**config.mk**
```make
export PLATFORM = sky130hd
export DESIGN_NAME = rvjtag_dtm
export DESIGN_NICKNAME = d
export VERILOG_FILES = /design/src/rtl/rvjtag_pkg.sv /design/src/rtl/rvjtag_tap_fsm.sv /design/src/rtl/rvjtag_dtm.sv
export SDC_FILE = /design/constraint.sdc
export NUM_CORES = 1
export LEC_CHECK = 0
export ABC_CLOCK_PERIOD_IN_PS = 4900
export BUFFER_PORTS_ARGS = -buffer_cell sky130_fd_sc_hd__buf_2
export CAP_MARGIN = 0
export CORE_ASPECT_RATIO = 0.7
export CORE_MARGIN = 2
export CORE_UTILIZATION = 53
export CTS_BUF_LIST = sky130_fd_sc_hd__clkbuf_2
export CTS_CLUSTER_SIZE = 40
export DETAILED_ROUTE_END_ITERATION = 12
export GPL_TIMING_DRIVEN = 1
export PLACE_DENSITY = 0.74
export SLEW_MARGIN = 20
export SYNTH_ARGS = -nofsm -noshare
export SYNTH_HDL_FRONTEND = slang
export SYNTH_HIERARCHICAL = 1
export SYNTH_SLANG_ARGS = --single-unit
export TNS_END_PERCENT = 5
```
**constraint.sdc**
```tcl
create_clock -name clock -period 4.9 [get_ports clock]
set_clock_uncertainty 0.1 [all_clocks]
set_input_delay 0.98 -clock clock [delete_from_list [all_inputs] [get_ports clock]]
set_output_delay 0.98 -clock clock [all_outputs]
set_load 0.1 [all_outputs]
```
**src/rtl/rvjtag_pkg.sv**
```systemverilog
// Shared types and constants for the RISC-V JTAG debug transport module.
package rvjtag_pkg;

    typedef enum logic [3:0] {
        TAP_RESET,
        TAP_IDLE,
        TAP_SEL_DR,
        TAP_CAP_DR,
        TAP_SHIFT_DR,
        TAP_EXIT1_DR,
        TAP_PAUSE_DR,
        TAP_EXIT2_DR,
        TAP_UPD_DR,
        TAP_SEL_IR,
        TAP_CAP_IR,
        TAP_SHIFT_IR,
        TAP_EXIT1_IR,
        TAP_PAUSE_IR,
        TAP_EXIT2_IR,
        TAP_UPD_IR
    } tap_state_t;

    localparam logic [4:0] OPC_IDCODE = 5'h01;
    localparam logic [4:0] OPC_DTMCS  = 5'h10;
    localparam logic [4:0] OPC_DMI    = 5'h11;

    localparam int DTMCS_DMI_RESET_BIT  = 16;
    localparam int DTMCS_HARD_RESET_BIT = 17;

    localparam logic [1:0] DMI_OP_NOP   = 2'd0;
    localparam logic [1:0] DMI_OP_READ  = 2'd1;
    localparam logic [1:0] DMI_OP_WRITE = 2'd2;

endpackage

```
**src/rtl/rvjtag_tap_fsm.sv**
```systemverilog
// IEEE 1149.1 TAP controller; advances only on the oversampled tck rising strobe.
//
// state        | meaning
// TAP_RESET    | Test-Logic-Reset, IR forced to default
// TAP_IDLE     | Run-Test/Idle
// TAP_SEL_DR   | Select-DR-Scan
// TAP_CAP_DR   | Capture-DR, selected data register loads on next rise
// TAP_SHIFT_DR | Shift-DR, data register shifts on each rise
// TAP_EXIT1_DR | Exit1-DR
// TAP_PAUSE_DR | Pause-DR
// TAP_EXIT2_DR | Exit2-DR
// TAP_UPD_DR   | Update-DR, data register acted on at tck fall
// TAP_SEL_IR   | Select-IR-Scan
// TAP_CAP_IR   | Capture-IR
// TAP_SHIFT_IR | Shift-IR
// TAP_EXIT1_IR | Exit1-IR
// TAP_PAUSE_IR | Pause-IR
// TAP_EXIT2_IR | Exit2-IR
// TAP_UPD_IR   | Update-IR, IR loaded at tck fall
module rvjtag_tap_fsm
    import rvjtag_pkg::*;
(
    input  logic       clock,
    input  logic       reset,
    input  logic       tck_rise,
    input  logic       tms,
    output tap_state_t state,
    output logic       capture_dr,
    output logic       shift_dr,
    output logic       update_dr,
    output logic       capture_ir,
    output logic       shift_ir,
    output logic       update_ir
);

    tap_state_t state_nxt;

    // State register, stepped once per tck rise
    always_ff @(posedge clock) begin
        if (reset)
            state <= TAP_RESET;
        else if (tck_rise)
            state <= state_nxt;
    end

    // Standard 1149.1 transitions plus one-hot phase flags
    always_comb begin
        state_nxt  = state;
        capture_dr = 1'b0;
        shift_dr   = 1'b0;
        update_dr  = 1'b0;
        capture_ir = 1'b0;
        shift_ir   = 1'b0;
        update_ir  = 1'b0;
        case (state)
            TAP_RESET:    state_nxt = tms ? TAP_RESET    : TAP_IDLE;
            TAP_IDLE:     state_nxt = tms ? TAP_SEL_DR   : TAP_IDLE;
            TAP_SEL_DR:   state_nxt = tms ? TAP_SEL_IR   : TAP_CAP_DR;
            TAP_CAP_DR:   state_nxt = tms ? TAP_EXIT1_DR : TAP_SHIFT_DR;
            TAP_SHIFT_DR: state_nxt = tms ? TAP_EXIT1_DR : TAP_SHIFT_DR;
            TAP_EXIT1_DR: state_nxt = tms ? TAP_UPD_DR   : TAP_PAUSE_DR;
            TAP_PAUSE_DR: state_nxt = tms ? TAP_EXIT2_DR : TAP_PAUSE_DR;
            TAP_EXIT2_DR: state_nxt = tms ? TAP_UPD_DR   : TAP_SHIFT_DR;
            TAP_UPD_DR:   state_nxt = tms ? TAP_SEL_DR   : TAP_IDLE;
            TAP_SEL_IR:   state_nxt = tms ? TAP_RESET    : TAP_CAP_IR;
            TAP_CAP_IR:   state_nxt = tms ? TAP_EXIT1_IR : TAP_SHIFT_IR;
            TAP_SHIFT_IR: state_nxt = tms ? TAP_EXIT1_IR : TAP_SHIFT_IR;
            TAP_EXIT1_IR: state_nxt = tms ? TAP_UPD_IR   : TAP_PAUSE_IR;
            TAP_PAUSE_IR: state_nxt = tms ? TAP_EXIT2_IR : TAP_PAUSE_IR;
            TAP_EXIT2_IR: state_nxt = tms ? TAP_UPD_IR   : TAP_SHIFT_IR;
            TAP_UPD_IR:   state_nxt = tms ? TAP_SEL_DR   : TAP_IDLE;
            default:      state_nxt = TAP_RESET;
        endcase
        capture_dr = (state == TAP_CAP_DR);
        shift_dr   = (state == TAP_SHIFT_DR);
        update_dr  = (state == TAP_UPD_DR);
        capture_ir = (state == TAP_CAP_IR);
        shift_ir   = (state == TAP_SHIFT_IR);
        update_ir  = (state == TAP_UPD_IR);
    end

endmodule

```
**src/rtl/rvjtag_dtm.sv**
```systemverilog
// RISC-V JTAG DTM: oversampled TAP with IDCODE/DTMCS/DMI/BYPASS registers and
// single-clock DMI request pulses. Define RVJTAG_IDCODE_EN to include IDCODE.
module rvjtag_dtm
    import rvjtag_pkg::*;
#(
    parameter int ABITS       = 7,
    parameter int IR_LEN      = 5,
    parameter int SYNC_STAGES = 2
) (
    input  logic             clock,
    input  logic             reset,
    input  logic             io_tck,
    input  logic             io_tms,
    input  logic             io_tdi,
    input  logic [31:0]      io_rd_data,
    input  logic [1:0]       io_rd_status,
    input  logic [2:0]       io_idle,
    input  logic [1:0]       io_dmi_stat,
    input  logic [3:0]       io_version,
    input  logic [31:0]      io_jtag_id,
    output logic             io_tdo,
    output logic             io_tdoEnable,
    output logic [31:0]      io_wr_data,
    output logic [ABITS-1:0] io_wr_addr,
    output logic             io_wr_en,
    output logic             io_rd_en,
    output logic             io_dmi_reset,
    output logic             io_dmi_hard_reset
);

    localparam int DMI_W = ABITS + 34;
`ifdef RVJTAG_IDCODE_EN
    localparam logic [IR_LEN-1:0] IR_DEFAULT = IR_LEN'(OPC_IDCODE);
`else
    localparam logic [IR_LEN-1:0] IR_DEFAULT = '1;
`endif

    logic [SYNC_STAGES-1:0] tck_sync, tms_sync, tdi_sync;
    logic tck_d, tms_d, tdi_d;
    logic tck_rise, tck_fall;

    tap_state_t state;
    logic capture_dr, shift_dr, update_dr, capture_ir, shift_ir, update_ir;

    logic [IR_LEN-1:0] ir, ir_sr;
    logic              bypass_sr;
    logic [31:0]       dtmcs_sr;
    logic [DMI_W-1:0]  dmi_sr;
    logic              sel_dtmcs, sel_dmi, sel_idcode, dr_lsb;
    logic [1:0]        dmi_op;

    // Pin synchronisers; tms/tdi carry the same extra flop as tck so an edge
    // and a simultaneous tms change resolve to the pre-change tms
    always_ff @(posedge clock) begin
        if (reset) begin
            tck_sync <= '0;
            tms_sync <= '0;
            tdi_sync <= '0;
            tck_d    <= 1'b0;
            tms_d    <= 1'b0;
            tdi_d    <= 1'b0;
        end else begin
            tck_sync <= {tck_sync[SYNC_STAGES-2:0], io_tck};
            tms_sync <= {tms_sync[SYNC_STAGES-2:0], io_tms};
            tdi_sync <= {tdi_sync[SYNC_STAGES-2:0], io_tdi};
            tck_d    <= tck_sync[SYNC_STAGES-1];
            tms_d    <= tms_sync[SYNC_STAGES-1];
            tdi_d    <= tdi_sync[SYNC_STAGES-1];
        end
    end

    assign tck_rise = tck_sync[SYNC_STAGES-1] & ~tck_d;
    assign tck_fall = ~tck_sync[SYNC_STAGES-1] & tck_d;

    rvjtag_tap_fsm u_tap (
        .clock      (clock),
        .reset      (reset),
        .tck_rise   (tck_rise),
        .tms        (tms_d),
        .state      (state),
        .capture_dr (capture_dr),
        .shift_dr   (shift_dr),
        .update_dr  (update_dr),
        .capture_ir (capture_ir),
        .shift_ir   (shift_ir),
        .update_ir  (update_ir)
    );

    assign sel_dtmcs = (ir == IR_LEN'(OPC_DTMCS));
    assign sel_dmi   = (ir == IR_LEN'(OPC_DMI));
    assign dmi_op    = dmi_sr[1:0];

`ifdef RVJTAG_IDCODE_EN
    logic [31:0] idcode_sr;
    assign sel_idcode = (ir == IR_LEN'(OPC_IDCODE));
`else
    logic unused_jtag_id;
    assign sel_idcode     = 1'b0;
    assign unused_jtag_id = ^io_jtag_id;
`endif

    // LSB of the data register currently selected by IR
    always_comb begin
        dr_lsb = bypass_sr;
        if (sel_dtmcs)
            dr_lsb = dtmcs_sr[0];
        else if (sel_dmi)
            dr_lsb = dmi_sr[0];
`ifdef RVJTAG_IDCODE_EN
        else if (sel_idcode)
            dr_lsb = idcode_sr[0];
`endif
    end

    // IR and data registers: capture/shift on tck rise, IR update on tck fall
    always_ff @(posedge clock) begin
        if (reset) begin
            ir        <= IR_DEFAULT;
            ir_sr     <= '0;
            bypass_sr <= 1'b0;
            dtmcs_sr  <= '0;
            dmi_sr    <= '0;
`ifdef RVJTAG_IDCODE_EN
            idcode_sr <= '0;
`endif
        end else begin
            if (state == TAP_RESET)
                ir <= IR_DEFAULT;
            else if (tck_fall && update_ir)
                ir <= ir_sr;
            if (tck_rise) begin
                if (capture_ir)
                    ir_sr <= IR_LEN'(2'b01);
                else if (shift_ir)
                    ir_sr <= {tdi_d, ir_sr[IR_LEN-1:1]};
                if (capture_dr) begin
                    if (sel_dtmcs)
                        dtmcs_sr <= {14'd0, 2'b00, 1'b0, io_idle, io_dmi_stat, 6'(ABITS), io_version};
                    else if (sel_dmi)
                        dmi_sr <= {{ABITS{1'b0}}, io_rd_data, io_rd_status};
`ifdef RVJTAG_IDCODE_EN
                    else if (sel_idcode)
                        idcode_sr <= io_jtag_id;
`endif
                    else
                        bypass_sr <= 1'b0;
                end else if (shift_dr) begin
                    if (sel_dtmcs)
                        dtmcs_sr <= {tdi_d, dtmcs_sr[31:1]};
                    else if (sel_dmi)
                        dmi_sr <= {tdi_d, dmi_sr[DMI_W-1:1]};
`ifdef RVJTAG_IDCODE_EN
                    else if (sel_idcode)
                        idcode_sr <= {tdi_d, idcode_sr[31:1]};
`endif
                    else
                        bypass_sr <= tdi_d;
                end
            end
        end
    end

    // tdo and request outputs, all driven from the tck fall strobe
    always_ff @(posedge clock) begin
        if (reset) begin
            io_tdo            <= 1'b0;
            io_tdoEnable      <= 1'b0;
            io_wr_data        <= '0;
            io_wr_addr        <= '0;
            io_wr_en          <= 1'b0;
            io_rd_en          <= 1'b0;
            io_dmi_reset      <= 1'b0;
            io_dmi_hard_reset <= 1'b0;
        end else begin
            io_wr_en          <= 1'b0;
            io_rd_en          <= 1'b0;
            io_dmi_reset      <= 1'b0;
            io_dmi_hard_reset <= 1'b0;
            if (tck_fall) begin
                io_tdoEnable <= shift_ir | shift_dr;
                io_tdo       <= shift_ir ? ir_sr[0] : (shift_dr ? dr_lsb : 1'b0);
                if (update_dr && sel_dtmcs) begin
                    io_dmi_reset      <= dtmcs_sr[DTMCS_DMI_RESET_BIT];
                    io_dmi_hard_reset <= dtmcs_sr[DTMCS_HARD_RESET_BIT];
                end
                if (update_dr && sel_dmi &&
                    (dmi_op == DMI_OP_READ || dmi_op == DMI_OP_WRITE)) begin
                    io_wr_addr <= dmi_sr[DMI_W-1:34];
                    io_wr_data <= dmi_sr[33:2];
                    io_rd_en   <= (dmi_op == DMI_OP_READ);
                    io_wr_en   <= (dmi_op == DMI_OP_WRITE);
                end
            end
        end
    end

endmodule

```
==> results.py <==
metrics = {
    "power_and_ir_drop": {
        "powerDensity_nw_per_um2": 264,
        "p_seq_share_pct": 61.3,
        "power.share.clock_pct": 35.1,
        "swShare_pct": 24.8,
        "p_leak_uw": 0.00313,
        "p_switching_uw": 471,
        "ir_worst_vdd_mv": 0.148,
        "finalPower_uw": 1900,
        "p_comb_share_pct": 3.6,
        "p_int_uw": 1430,
    },
    "floorplan": {
        "die_x_um": 136,
        "chipHeight_um": 96.5,
        "die_area_um2": 13100,
        "coreArea_um2": 11800,
        "row_count": 33,
        "initial_core_util_pct": 54.8,
        "ios": 125,
    },
    "clock_network": {
        "clk_pin_slew_worst_paths_ns": 0.22,
        "clk_path_buf_depth": 2,
        "cts_resized": 0,
        "ctsHtreeMaxLevel": 4,
        "cts_root_buffer": "clkbuf_2",
        "numCtsBuffers": 17,
        "clock_latency_ns": 0.67,
        "cts_hold_buffers": 0,
        "tritoncts": "done",
        "postCtsSetupRepairBufs": 0,
        "cts_sinks": 142,
    },
    "global_routing": {
        "grt_pass1_vias": 4395,
        "grt-ovfl-total": 0,
        "grt_usage_pct": 19.9,
        "grt_max_degree": 74,
        "antenna_found_initial": 0,
        "grt_pass1_wl_um": 20700,
    },
    "timing": {
        "finalCritPeriodShare_pct": 62.9,
        "max_freq_mhz": 325,
        "final.setup.tns_ns": 0,
        "setup_viol": 0,
        "period_needed_ns": 3.08,
        "relSlewSlack_pct": 43.6,
        "finalMaxSlewViolations": 0,
        "fin_hold_ws_ns": 0.331,
        "rsz0062_at_grt": "false",
        "hold_viol_final": 0,
        "worst_pin_slew_ns": 0.846,
    },
    "critical_path": {
        "crit_cells": 5,
        "crit_end": "dtmcs_sr[14]",
        "max_stage_delay_ns": 0.88,
        "r2r-end": "dtmcs_sr[14]",
        "crit_buf_inv": 1,
        "cp-startpoint": "u_tap/state[2]",
        "crit_fanout": 13,
        "cp-start-kind": "flip-flop",
        "worstPathArrival_ns": 3.55,
        "rr_startpoint": "u_tap/state[2]",
        "crit_chain": "inv_1, nor4_1, nor2_1, or4_1, mux2_4",
        "ff2ff_path_depth": 5,
        "worstPathRequired_ns": 5.37,
        "rrSetupSlack_ns": 1.82,
        "critPathSlowestCell": "or4_1",
        "end_kind": "flip-flop",
        "critPathTopFamily": "simple AND/OR/NAND/NOR gates",
        "critPathKind": "reg -> reg",
    },
    "placement": {
        "hpwl_um": 8100,
        "place_area_um2": 6960,
        "globalplace.congestion": 0.853,
        "io_buffers": 92,
    },
    "layout": {
        "multi_input_area_um2": 3380,
        "layout_common_cells": "mux2i_1, dfxtp_1, nand2b_1",
        "drive_gt1_share_pct": 24.7,
        "fillers": 1030,
        "n_antenna_cell": 0,
        "nets": 801,
        "area_growth_pct": 11.1,
        "stdcell_area_um2": 7190,
        "final_util_pct": 60.9,
        "final_common_cell": "mux2i_1",
        "layout.area.seq_um2": 2840,
    },
    "synthesis": {
        "syn_nets": 733,
        "async_flop_share_pct": 0,
        "syn_avg_cell_area_um2": 9.95,
        "yosysWarningCount": 6,
        "ys_seq_area_share_pct": 43.9,
        "syn_inst": 651,
        "synth-edff-count": 0,
        "yosys.cell_types.count": 44,
        "ys_ff_latch": 142,
        "syn_area_um2": 6480,
        "ys.flop_type": "dfxtp_1",
    },
    "routing": {
        "drc": 0,
        "ant_nets": 0,
        "drt-initial-drc-count": 300,
        "drtPass1Iterations": 4,
        "finalWirelength_um": 12700,
        "vias": 4594,
        "via_per_inst": 5.17,
        "avgRoutedWirePerCell_um": 14.3,
    },
    "hold_path": {
        "hold_path_class": "reg -> reg",
    },
    "run_status": {
        "status": "completed",
    },
    "flow_run": {
        "max_cap_violations": 0,
    },
}
-- final cells by class --
class / count / area share (%)
tap: 157 / 2.73
timing repair buffer: 99 / 7.17
inverter: 6 / 0.313
clock buffer: 18 / 1.25
multi-input combinational: 453 / 47.0
clock inverter: 14 / 1.98
sequential: 142 / 39.5
-- power groups by stage --
stage	sequential (uW)	clock, uW	combinational (uW)
floorplan	1190	0	41.4
global placement	1190	0	67.2
detailed placement	1190	0	68.0
CTS	1160	684	68.2
global route	1170	738	74.1
finish	1160	667	68.4
-- metrics by stage --
stage | setup WS (ns) | instances
global route | 1.63 | 889
finish | 1.82 | 889
floorplan | 2.60 | 651
CTS | 1.87 | 889
global placement | 1.95 | 857
detailed placement | 1.91 | 857
-- how the worst min path moves through the flow --
stage | start | to | depth (start not counted)
2_1_floorplan | tck_sync[0] | tck_sync[1] | 1
3_3_place_gp | tms_sync[1] | tms_d | 1
3_5_place_dp | tck_sync[0] | tck_sync[1] | 1
4_1_cts | io_tms | tms_sync[0] | 2
5_1_grt | io_tms | tms_sync[0] | 2
6_report | tdi_sync[0] | tdi_sync[1] | 1
-- worst register-to-register path, cell delays in order (launching register included) --
cell and delay [ns]:
dfxtp_1 0.60, inv_1 0.19, nor4_1 0.56, nor2_1 0.23, or4_1 0.88, mux2_4 0.42
-- state kept, by name (all words and copies together), names as in the netlist --
signal	count
dmi_sr	41
tms_sync	2
dtmcs_sr	32
tdi_sync	2
tms_d	1
io_wr_addr	7
io_dmi_reset	1
io_tdo	1
io_dmi_hard_reset	1
tck_sync	2
io_wr_en	1
io_tdoEnable	1
tdi_d	1
io_wr_data	32
ir	5
u_tap/state	4
bypass_sr	1
tck_d	1
ir_sr	5
io_rd_en	1
-- cell families after synthesis --
kind of cell / after synthesis / synth area share, %
DFF: 142 / 43.9
AOI/OAI and AO/OA: 36 / 3.57
xor gates and xnor gates: 2 / 0.271
buffers and inverters: 56 / 4.06
and+or+nand+nor: 253 / 22.5
adders and majority gates: 2 / 0.386
muxes: 160 / 25.3
-- synth_stat cells (7+ instances only) --
master / n / area (um^2)
mux2i_1: 147 / 1470
dfxtp_1: 142 / 2840
nand2b_1: 105 / 657
nand2_1: 36 / 135
or2_2: 32 / 200
clkbuf_1: 27 / 101
nor2_1: 25 / 93.8
nor2b_1: 19 / 119
buf_2: 15 / 75.1
a21oi_1: 9 / 45.0
nand3_1: 8 / 40.0
mux2_2: 7 / 78.8
o21ai_0: 7 / 35.0
-- layer usage --
| layer | vias to the layer above | routed length (um) | track usage, % |
|---|---|---|---|
| met5 | - | 0 | 0 |
| met3 | 12 | 679 | 5.58 |
| li1 | 2330 | - | - |
| met4 | 0 | 117 | 5.99 |
| met2 | 86 | 5720 | 31.5 |
| met1 | 2166 | 6170 | 26.5 |
Power figures use the tool's default switching activity.
